## src/rtl/axis_burst_reader_pkg.sv

```systemverilog
// Shared types and default widths for the AXIS burst reader.
package axis_burst_reader_pkg;

    localparam int unsigned DEF_TDATA_WIDTH    = 128;
    localparam int unsigned DEF_LEN_WIDTH      = 32;
    localparam int unsigned DEF_TIMEOUT_CYCLES = 1024;

    typedef enum logic [1:0] {
        ST_IDLE  = 2'd0,
        ST_RUN   = 2'd1,
        ST_DRAIN = 2'd2,
        ST_DONE  = 2'd3
    } state_t;

endpackage

```

## src/rtl/axis_burst_reader_skid.sv

```systemverilog
// Two-entry registered skid buffer: output register plus one overflow slot,
// so the upstream ready depends only on flops and full throughput is kept.
module axis_skid_buffer #(
    parameter int unsigned WIDTH = 129
) (
    input  logic             aclk,
    input  logic             areset,
    input  logic [WIDTH-1:0] s_data,
    input  logic             s_valid,
    output logic             s_ready,
    output logic [WIDTH-1:0] m_data,
    output logic             m_valid,
    input  logic             m_ready,
    output logic             empty
);

    logic             out_valid_q, out_valid_d;
    logic [WIDTH-1:0] out_data_q, out_data_d;
    logic             skid_valid_q, skid_valid_d;
    logic [WIDTH-1:0] skid_data_q, skid_data_d;
    logic             push;
    logic             pop;

    assign s_ready = !skid_valid_q;
    assign m_valid = out_valid_q;
    assign m_data  = out_data_q;
    assign empty   = !out_valid_q && !skid_valid_q;
    assign push    = s_valid && !skid_valid_q;
    assign pop     = out_valid_q && m_ready;

    always_comb begin
        out_valid_d  = out_valid_q;
        out_data_d   = out_data_q;
        skid_valid_d = skid_valid_q;
        skid_data_d  = skid_data_q;
        if (!out_valid_q || pop) begin
            // The overflow slot is always older than anything arriving now.
            if (skid_valid_q) begin
                out_valid_d  = 1'b1;
                out_data_d   = skid_data_q;
                skid_valid_d = 1'b0;
            end else if (push) begin
                out_valid_d = 1'b1;
                out_data_d  = s_data;
            end else begin
                out_valid_d = 1'b0;
            end
        end else if (push) begin
            skid_valid_d = 1'b1;
            skid_data_d  = s_data;
        end
    end

    always_ff @(posedge aclk) begin
        if (areset) begin
            out_valid_q  <= 1'b0;
            out_data_q   <= '0;
            skid_valid_q <= 1'b0;
            skid_data_q  <= '0;
        end else begin
            out_valid_q  <= out_valid_d;
            out_data_q   <= out_data_d;
            skid_valid_q <= skid_valid_d;
            skid_data_q  <= skid_data_d;
        end
    end

endmodule

```

## src/rtl/axis_burst_reader.sv

```systemverilog
// Reads exactly burst_len beats from a FIFO AXIS port and forwards them with TLAST on the final beat.
// Optional stall timeout is compiled in when AXIS_BURST_READER_TIMEOUT_EN is defined.
//
// state | meaning
// IDLE  | waiting for start
// RUN   | reading beats from the FIFO
// DRAIN | all reads issued, emptying the skid buffer
// DONE  | one-cycle done pulse
module axis_burst_reader
    import axis_burst_reader_pkg::*;
#(
    parameter int unsigned TDATA_WIDTH    = DEF_TDATA_WIDTH,
    parameter int unsigned LEN_WIDTH      = DEF_LEN_WIDTH,
    parameter int unsigned TIMEOUT_CYCLES = DEF_TIMEOUT_CYCLES
) (
    input  logic                   aclk,
    input  logic                   areset,
    input  logic                   start,
    input  logic [LEN_WIDTH-1:0]   burst_len,
    output logic                   busy,
    output logic                   done,
    output logic [LEN_WIDTH-1:0]   beat_count,
    output logic                   timeout,
    input  logic [TDATA_WIDTH-1:0] S_AXIS_TDATA,
    input  logic                   S_AXIS_TVALID,
    output logic                   S_AXIS_TREADY,
    output logic [TDATA_WIDTH-1:0] M_AXIS_TDATA,
    output logic                   M_AXIS_TVALID,
    output logic                   M_AXIS_TLAST,
    input  logic                   M_AXIS_TREADY
);

    state_t                 state_q, state_d;
    logic [LEN_WIDTH-1:0]   remaining_q, remaining_d;
    logic [LEN_WIDTH-1:0]   beat_count_q, beat_count_d;
    logic                   busy_q, busy_d;
    logic                   done_q, done_d;
    logic                   skid_ready;
    logic                   skid_empty;
    logic                   in_hs;
    logic                   out_hs;
    logic [TDATA_WIDTH:0]   skid_out;

    if (TIMEOUT_CYCLES == 0) begin : g_bad_timeout
        $error("TIMEOUT_CYCLES must be at least 1");
    end

    assign S_AXIS_TREADY = (state_q == ST_RUN) && (remaining_q != '0) && skid_ready;
    assign in_hs         = S_AXIS_TVALID && S_AXIS_TREADY;
    assign out_hs        = M_AXIS_TVALID && M_AXIS_TREADY;

    axis_skid_buffer #(
        .WIDTH (TDATA_WIDTH + 1)
    ) u_skid (
        .aclk    (aclk),
        .areset  (areset),
        .s_data  ({S_AXIS_TDATA, remaining_q == LEN_WIDTH'(1)}),
        .s_valid (in_hs),
        .s_ready (skid_ready),
        .m_data  (skid_out),
        .m_valid (M_AXIS_TVALID),
        .m_ready (M_AXIS_TREADY),
        .empty   (skid_empty)
    );

    assign M_AXIS_TDATA = skid_out[TDATA_WIDTH:1];
    assign M_AXIS_TLAST = skid_out[0];
    assign busy         = busy_q;
    assign done         = done_q;
    assign beat_count   = beat_count_q;

`ifdef AXIS_BURST_READER_TIMEOUT_EN
    localparam int unsigned STALL_W = $clog2(TIMEOUT_CYCLES + 1);
    localparam logic [STALL_W-1:0] STALL_LOAD = STALL_W'(TIMEOUT_CYCLES - 1);

    logic               timeout_q, timeout_d;
    logic [STALL_W-1:0] stall_q, stall_d;

    assign timeout = timeout_q;
`else
    assign timeout = 1'b0;
`endif

    always_comb begin
        state_d      = state_q;
        remaining_d  = remaining_q;
        beat_count_d = beat_count_q;
`ifdef AXIS_BURST_READER_TIMEOUT_EN
        timeout_d    = timeout_q;
        stall_d      = stall_q;
`endif
        if (out_hs) begin
            beat_count_d = beat_count_q + LEN_WIDTH'(1);
        end
        unique case (state_q)
            ST_IDLE: begin
                if (start) begin
                    remaining_d  = burst_len;
                    beat_count_d = '0;
                    state_d      = (burst_len == '0) ? ST_DONE : ST_RUN;
`ifdef AXIS_BURST_READER_TIMEOUT_EN
                    timeout_d    = 1'b0;
                    stall_d      = STALL_LOAD;
`endif
                end
            end
            ST_RUN: begin
                if (in_hs) begin
                    remaining_d = remaining_q - LEN_WIDTH'(1);
                    if (remaining_q == LEN_WIDTH'(1)) begin
                        state_d = ST_DRAIN;
                    end
`ifdef AXIS_BURST_READER_TIMEOUT_EN
                    stall_d = STALL_LOAD;
                end else if (S_AXIS_TREADY && !S_AXIS_TVALID) begin
                    // Stall limit reached: stop reading, deliver what is already buffered.
                    if (stall_q == '0) begin
                        timeout_d = 1'b1;
                        state_d   = ST_DRAIN;
                    end else begin
                        stall_d = stall_q - STALL_W'(1);
                    end
`endif
                end
            end
            ST_DRAIN: begin
                if (skid_empty) begin
                    state_d = ST_DONE;
                end
            end
            ST_DONE: begin
                state_d = ST_IDLE;
            end
            default: begin
                state_d = ST_IDLE;
            end
        endcase
        busy_d = (state_d != ST_IDLE);
        done_d = (state_d == ST_DONE);
    end

    always_ff @(posedge aclk) begin
        if (areset) begin
            state_q      <= ST_IDLE;
            remaining_q  <= '0;
            beat_count_q <= '0;
            busy_q       <= 1'b0;
            done_q       <= 1'b0;
`ifdef AXIS_BURST_READER_TIMEOUT_EN
            timeout_q    <= 1'b0;
            stall_q      <= '0;
`endif
        end else begin
            state_q      <= state_d;
            remaining_q  <= remaining_d;
            beat_count_q <= beat_count_d;
            busy_q       <= busy_d;
            done_q       <= done_d;
`ifdef AXIS_BURST_READER_TIMEOUT_EN
            timeout_q    <= timeout_d;
            stall_q      <= stall_d;
`endif
        end
    end

endmodule

```

## config.mk

```make
export PLATFORM = sky130hd
export DESIGN_NAME = axis_burst_reader
export DESIGN_NICKNAME = d
export VERILOG_FILES = /design/src/rtl/axis_burst_reader_pkg.sv /design/src/rtl/axis_burst_reader_skid.sv /design/src/rtl/axis_burst_reader.sv
export SDC_FILE = /design/constraint.sdc
export NUM_CORES = 1
export LEC_CHECK = 0
export CAP_MARGIN = 25
export CORE_AREA = 2 2 178 224
export DETAILED_ROUTE_END_ITERATION = 12
export DIE_AREA = 0 0 180 226
export PLACE_DENSITY_LB_ADDON = 0.3
export SYNTH_ARGS = -nofsm -noshare
export SYNTH_HDL_FRONTEND = slang
export SYNTH_SLANG_ARGS = --single-unit
```

## constraint.sdc

```tcl
create_clock -name aclk -period 4.5 [get_ports aclk]
set_input_delay 0.9 -clock aclk [delete_from_list [all_inputs] [get_ports aclk]]
set_output_delay 0.9 -clock aclk [all_outputs]
set_load 0.1 [all_outputs]
```

# After elaboration in Yosys (flattened, before gate mapping)
# Index checks and enable logic that the tools add are counted.
# W data, S select, Z words.
[op_classes] addsub=2 eq_ne=7 mux=16 n_bitwise=1 reduce_logical=19
[op_table] op="$mux W129" count=2
[op_table] op="$mux W32" count=5
[op_table] op="$pmux W32 S2" count=1
[op_table] op="$add A32 B1 Y32 const B" count=1
[op_table] op="$eq A32 B1 Y1 const B" count=1
[op_table] op="$logic_not A32 Y1" count=1
[op_table] op="$reduce_bool A32 Y1" count=1
[op_table] op="$sub A32 B1 Y32 const B" count=1
[op_table] op="$mux W2" count=5
[op_table] op="$pmux W2 S4" count=1
[op_table] op="$eq A2 B2 Y1 const B" count=3
[op_table] op="$logic_and A1 B1 Y1" count=6
[op_table] op="$reduce_bool A2 Y1" count=3
[op_table] op="$reduce_and A2 Y1" count=2
[op_table] op="$reduce_and A3 Y1" count=1
[op_table] op="$eq A2 B1 Y1 const B" count=1
[op_table] op="$logic_not A1 Y1" count=2
[op_table] op="$logic_not A2 Y1" count=1
[op_table] op="$mux W1" count=2
[op_table] op="$ne A2 B1 Y1 const B" count=1
[op_table] op="$ne A2 B2 Y1 const B" count=1
[op_table] op="$reduce_or A2 Y1" count=1
[op_table] op="$logic_or A1 B1 Y1" count=1
[op_table] op="$not A1 Y1" count=1
[totals] register_bits=328 in_bits=165 word_cells=54

# Longest topological paths before layout
# Gate-level depths: netlist of run 1.
[logic_depth] word_depth=7 ltp_mapped=9 ltp_nobuf=7

# By module
# From an unflattened synthesis of run 1, not the netlist that was laid out.
[hier_totals] hier_cells=1660 area_unflattened_um2=14670.3
[modules_own_cells] mod="axis_skid_buffer" instances=1 cells_per_inst=1160 area_per_inst_um2=10924.2 seq_area_each_um2=5205.0
[modules_own_cells] mod="axis_burst_reader" instances=1 cells_per_inst=500 area_per_inst_um2=3746.1 seq_area_each_um2=1361.3

# Least setup slack after synthesis of run 1
# OpenSTA, ideal clock, no wires.
[synth_timing] path_kind="register -> output" startpoint="register remaining_q[19]" endpoint="output S_AXIS_TREADY" arrival_ns=3.345 required_ns=3.600 slack_ns=0.255 stages_incl_launch_ff=8 n_path_buf=3 cell_sequence="dfxtp_1 -> nor4_1 -> and4_1 -> buf_2 -> and4_1 -> buf_6 -> buf_4 -> nor3_1"
[synth_between] elab_chain_cells=3
[synth_lines] item="from (decl)" line="axis_burst_reader.sv:34" source="logic [LEN_WIDTH-1:0] remaining_q, remaining_d;"
[synth_lines] item="from (signal assigned)" line="axis_burst_reader.sv:155" source="remaining_q <= remaining_d;"
[synth_lines] item="$reduce_bool A32 Y1" line="axis_burst_reader.sv:48" source="assign S_AXIS_TREADY = (state_q == ST_RUN) && (remaining_q != '0) && skid_ready;"
[synth_lines] item="$logic_and A1 B1 Y1 (2 in a row)" line="axis_burst_reader.sv:48"
[synth_lines] item="to (decl)" line="axis_burst_reader.sv:26" source="output logic S_AXIS_TREADY,"
# Every way passes these cells.

# Final worst setup path of run 1
[layout_timing] startpoint="register remaining_q[12]" endpoint="output S_AXIS_TREADY"
# Same word-level chain as after synthesis.

==> results.toml, run 1 <==
[synthesis]
ys_top_cells_by_count = "dfxtp_1, a21oi_1, nand3_1, clkbuf_1, mux2i_1"
ys.flop_type = "dfxtp_1"
ys_seq_area_share_pct = 43.0
synthTopCellsByArea = "dfxtp_1, a21oi_1, a211oi_2"
synth_top_cell_area_share_pct = 43.0
syn_area_per_cell_um2 = 9.03
syn_area_um2 = 15300
synth_top_area_cell = "dfxtp_1"
synth_most_common_cell = "dfxtp_1"
ys_types = 55
synth-edff-count = 0
async_flop_share_pct = 0
synth-seq-cells = 328
ys_warn_count = 0
synthCells = 1691
synth_nets = 1860

[timing]
grt_setup_unrepaired = "false"
hold_violations = 0
timing.fmax_ghz = 0.274
setup_viol = 0
finClkSkew_ns = 0.0128
period_minus_slack_ns = 3.65
slew-limit-headroom_pct = 26.4
slew_viol_final = 0
worst_slack_ns = 0.846
finalCritPeriodShare_pct = 81.2
final.setup.tns_ns = 0
tightest_slew_ns = 1.10

[drt]
first_pass_iters = 5
drc = 0
drt-initial-drc-count = 938
routed_via_density = 5.90
routed_wl_mm = 48.3
num_vias = 14268
ant_nets = 0
wl_per_cell_um = 20.0

[pwr]
p_leak_nw = 6.08
pwr-share-comb_pct = 22.0
intPower_mw = 5.26
netSwitchingFraction_pct = 32.0
power_mw = 7.74
pwr-share-clk_pct = 37.7
vdd_drop_max_uv = 252
pwr-share-seq_pct = 40.3
netSwitchingPower_mw = 2.48
powerDensity_nw_per_um2 = 389

[final_layout]
area.sequential_um2 = 6570
syn_to_final_growth_pct = 30.2
nNetsFinal = 2067
final_util_pct = 51.5
fill_cells = 3563
multiInputGateArea_um2 = 7890
layout-drive-gt1-share_pct = 10.7
design_area_um2 = 19900

[critical_path]
cp.required_ns = 3.60
cp.arrival_ns = 2.75
cp_max_fo = 10
critPathKind = "flip-flop to output pin"
critPathSlowestCell = "and4_1"
reg2reg_from = "remaining_q[12]"
crit_chain = "nor4_1 -> and4_1 -> and4_4 -> nor3_1 -> buf_4"
r2r_cells = 7
critPathLaunchType = "flip-flop"
r2r_slack_ns = 1.33
end_kind = "output pin"
critPathMaxStageDelay_ns = 0.60
rr_endpoint = "u_skid.m_data[45]"

[clock_tree]
path_clk_slew_ns = 0.06
cts_tree = "built"
cts_resized = 0
clockRootBuffer = "clkbuf_16"
cts-buffers-inserted = 36
cts_hold_buf = 0
post_cts_buffers = 0
clockBufferDepth = 3
cts_sinks = 328
clock_latency_ns = 0.52
h-tree-depth = 2

[global_routing]
gr-total-overflow = 0
grtUsageTotal_pct = 22.5
antenna_found_initial = 4
grt_first_pass_wirelength_mm = 75.5
grt_pass1_vias = 13696
grt_max_degree = 132

[floorplanning]
die_w_um = 180
start_util_pct = 39.6
core-area_um2 = 38600
die_area_um2 = 40700
row_count = 81
die_h_um = 226
top_level_ports = 331

[min_path]
whs_path_depth = 2
hold_class = "flip-flop to flip-flop"
min-delay-start = "u_skid.skid_data_q[115]"
worstHoldEndpoint = "u_skid.skid_data_q[115]"

[run]
drv_cap = 0

[placement]
place_congestion = 0.839
place_ws_ns = 1.17
portBuffers = 329
hpwlAfterDp_mm = 29.2
place_area_um2 = 18700

[status]
status = "finished clean"
[routing by layer]
layer	wire (µm)	part of all wire, %	GRT usage, %
met5	27	0.056	0
met3	3540	7.3	5.58
met1	19900	41	28.2
met4	1310	2.7	7.21
met2	23500	49	38.0
[flip-flops by register name, summed over array words and instances, names as in the netlist]
signal,flops
u_skid.skid_data_q,129
state_q,2
remaining_q,32
done,1
u_skid.skid_valid_q,1
u_skid.m_valid,1
busy,1
u_skid.m_data,129
beat_count,32
[placed cells by master (no fill, tap or decap), types with 14 or more instances in the layout]
master,n
nand4_1,16
clkbuf_16,37
nor4_1,25
dfxtp_1,327
clkdlybuf4s50_1,327
a211oi_2,110
o311ai_0,21
nor3_1,26
inv_1,14
o31ai_1,30
mux2i_1,131
xnor2_1,18
a211oi_1,23
o21ai_0,124
a21oi_1,301
nor2_1,57
buf_4,17
nand3_1,143
nand2_1,20
[worst max-delay path: cells and delay by family, from the launching register on]
family	cells	cell delay, ns
DFF	1	0.36
and+or+nand+nor	4	1.57
buffers and inverters	1	0.30
[cell families after synthesis]
kind of cell / share of synthesized area [%]
mux: 8.59
simple gates: 12.2
xor+xnor: 1.38
other cells: 0.0246
fa+ha+maj: 0.328
compound gates: 29.0
flops: 43.0
buf+inv: 5.55
[stage by stage]
stage | hold slack [ns] | instances
6_report | 0.472 | 2419
5_1_grt | 0.491 | 2419
4_1_cts | 0.470 | 2418
3_5_place_dp | 0.461 | 2358
3_3_place_gp | 0.450 | 2356
2_1_floorplan | 0.439 | 1691
[power groups by stage]
stage	registers [mW]	logic, mW	clock network [mW]
finish	3.12	1.71	2.92
floorplan	3.76	0.605	0
detailed placement	3.18	1.70	0
global route	3.13	1.80	3.10
CTS	3.11	1.71	3.00
global placement	3.17	1.68	0
[worst max path at each step]
stage	cells past startpoint	start	to
2_1_floorplan	7	remaining_q[19]	S_AXIS_TREADY
3_3_place_gp	6	start	remaining_q[1]
3_5_place_dp	6	M_AXIS_TREADY	beat_count[25]
4_1_cts	5	remaining_q[12]	S_AXIS_TREADY
5_1_grt	5	remaining_q[12]	S_AXIS_TREADY
6_report	5	remaining_q[12]	S_AXIS_TREADY
[final cells by class]
cell class                 count  area share (%)
sequential                   328            33.0
multi-input combinational   1165            39.7
inverter                      14           0.264
tap                          498            3.13
clock buffer                  55            5.55
timing repair buffer         353            18.1
antenna                        1          0.0126
clock inverter                 5           0.252
Power figures use the tool's default switching activity.
==> run 2, diff against run 1 <==
==> constraint.sdc (replaced) <==
create_clock -name aclk -period 3.7 [get_ports aclk]
set_input_delay 0.74 -clock aclk [delete_from_list [all_inputs] [get_ports aclk]]
set_output_delay 0.74 -clock aclk [all_outputs]
set_load 0.1 [all_outputs]
==> results.toml, run 2 (synthesis gave the netlist of run 1 again) <==
[drt]
routed_via_density = 5.87
wl_per_cell_um = 20.0
drc = 0
ant_nets = 0
drt-initial-drc-count = 1083
first_pass_iters = 5
num_vias = 14210
routed_wl_mm = 48.5

[critical_path]
cp.arrival_ns = 2.57
critPathSlowestCell = "or4_1"
crit_buf_inv = 1
critPathKind = "flip-flop to output pin"
critPathMaxStageDelay_ns = 0.73
cp.required_ns = 2.96
reg2reg_from = "remaining_q[4]"
critPathTopFamily = "simple AND/OR/NAND/NOR gates"
crit_start = "remaining_q[4]"
cp_max_fo = 8
critPathLaunchType = "flip-flop"
crit_chain = "or4_1 -> nor3_4 -> and4_4 -> nor3_2 -> buf_4"
end_kind = "output pin"

[timing]
tightest_slew_ns = 1.08
slew_viol_final = 0
slew-limit-headroom_pct = 27.6
hold_violations = 0
finalCritPeriodShare_pct = 89.4
final.setup.tns_ns = 0
grt_setup_unrepaired = "false"
timing.fmax_ghz = 0.302
whs_ns = 0.471
period_minus_slack_ns = 3.31
setup_viol = 0
finClkSkew_ns = 0.0180

[min_path]
min-delay-start = "u_skid.skid_data_q[121]"
hold_class = "flip-flop to flip-flop"

[final_layout]
layout-drive-gt1-share_pct = 10.9
most-common-layout-cells = "dfxtp_1, clkdlybuf4s50_1, a21oi_1"
fill_cells = 3542
syn_to_final_growth_pct = 30.4
nNetsFinal = 2071
layout_commonest_cell = "dfxtp_1"

[global_routing]
grt_max_degree = 140
grt_first_pass_wirelength_mm = 75.9
gr-total-overflow = 0
grt_pass1_vias = 13669
grtUsageTotal_pct = 22.6
antenna_found_initial = 3

[floorplanning]
core-area_um2 = 38600
die_h_um = 226
start_util_pct = 39.6
top_level_ports = 331
die_w_um = 180
row_count = 81
die_area_um2 = 40700

[clock_tree]
clock_latency_ns = 0.52
clockRootBuffer = "clkbuf_16"
clockBufferDepth = 3
path_clk_slew_ns = 0.06
post_cts_buffers = 0
cts_hold_buf = 0
cts-buffers-inserted = 36
h-tree-depth = 2
cts_resized = 0
cts_tree = "built"
cts_sinks = 328

[pwr]
p_leak_nw = 6.09
powerDensity_nw_per_um2 = 472
vdd_drop_max_uv = 336

[run]
drv_cap = 0

[placement]
portBuffers = 329
hpwlAfterDp_mm = 28.9
place_congestion = 0.907

[status]
status = "finished clean"
run 2: cell count changes in the layout (fill, tap and decap cells not counted), sizes merged:
cell,before,now
buf,26,35
clkdlybuf4s50,327,322
clkinv,4,1
bufinv,1,2
clkbuf,55,56
run 2: worst paths after layout:
| kind | endpoint | slack, ns | cells after the start |
|---|---|---|---|
| max | S_AXIS_TREADY | 0.39 | 5 |
| min reg2reg | u_skid.skid_data_q[121] | 0.47 | 2 |
| max reg2reg | u_skid.skid_data_q[93] | 0.93 | 6 |
| min | u_skid.skid_data_q[121] | 0.47 | 2 |
run 2: layer usage:
| metal | vias to the layer above | GRT usage, % | share of wire, % |
|---|---|---|---|
| li1 | 6730 | - | - |
| met1 | 6925 | 28.2 | 41 |
| met2 | 477 | 38.2 | 49 |
| met3 | 74 | 6.19 | 7.7 |
| met4 | 4 | 6.35 | 2.4 |
| met5 | - | 0 | 0.056 |
run 2: cell type report:
| cell class | instances | area [µm²] | share of cell area [%] |
|---|---|---|---|
| flip-flops and latches | 328 | 6570 | 33.0 |
| well taps | 498 | 623 | 3.13 |
| repair buffers | 357 | 3630 | 18.2 |
| clock inverters | 3 | 65.1 | 0.327 |
| inverters | 14 | 52.6 | 0.264 |
| diodes | 1 | 2.50 | 0.0126 |
| multi-input cells | 1165 | 7900 | 39.7 |
| clock buffers | 56 | 1070 | 5.36 |
run 2: report_power, final:
group | switching (mW) | total [mW] | internal [mW]
registers | 0.112 | 3.79 | 3.68
logic | 1.47 | 2.09 | 0.619
clock network | 1.42 | 3.53 | 2.11
total | 3.00 | 9.40 | 6.40
run 2: stage by stage:
step	cell area (µm²)	instances	setup slack [ns]	power [mW]	util (%)
floorplan	15300	1691	0.485	5.31	-
global placement	18800	2362	0.753	5.92	48.6
detailed placement	18800	2362	0.763	5.94	48.6
CTS	19900	2421	0.373	9.50	51.6
global route	19900	2421	0.292	9.74	51.6
finish	19900	2422	0.394	9.40	51.6
run 2: worst min-delay path, stage by stage, from the launching register on:
cell and delay (ns):
dfxtp_1 0.30, o21ai_0 0.06, a21oi_1 0.06
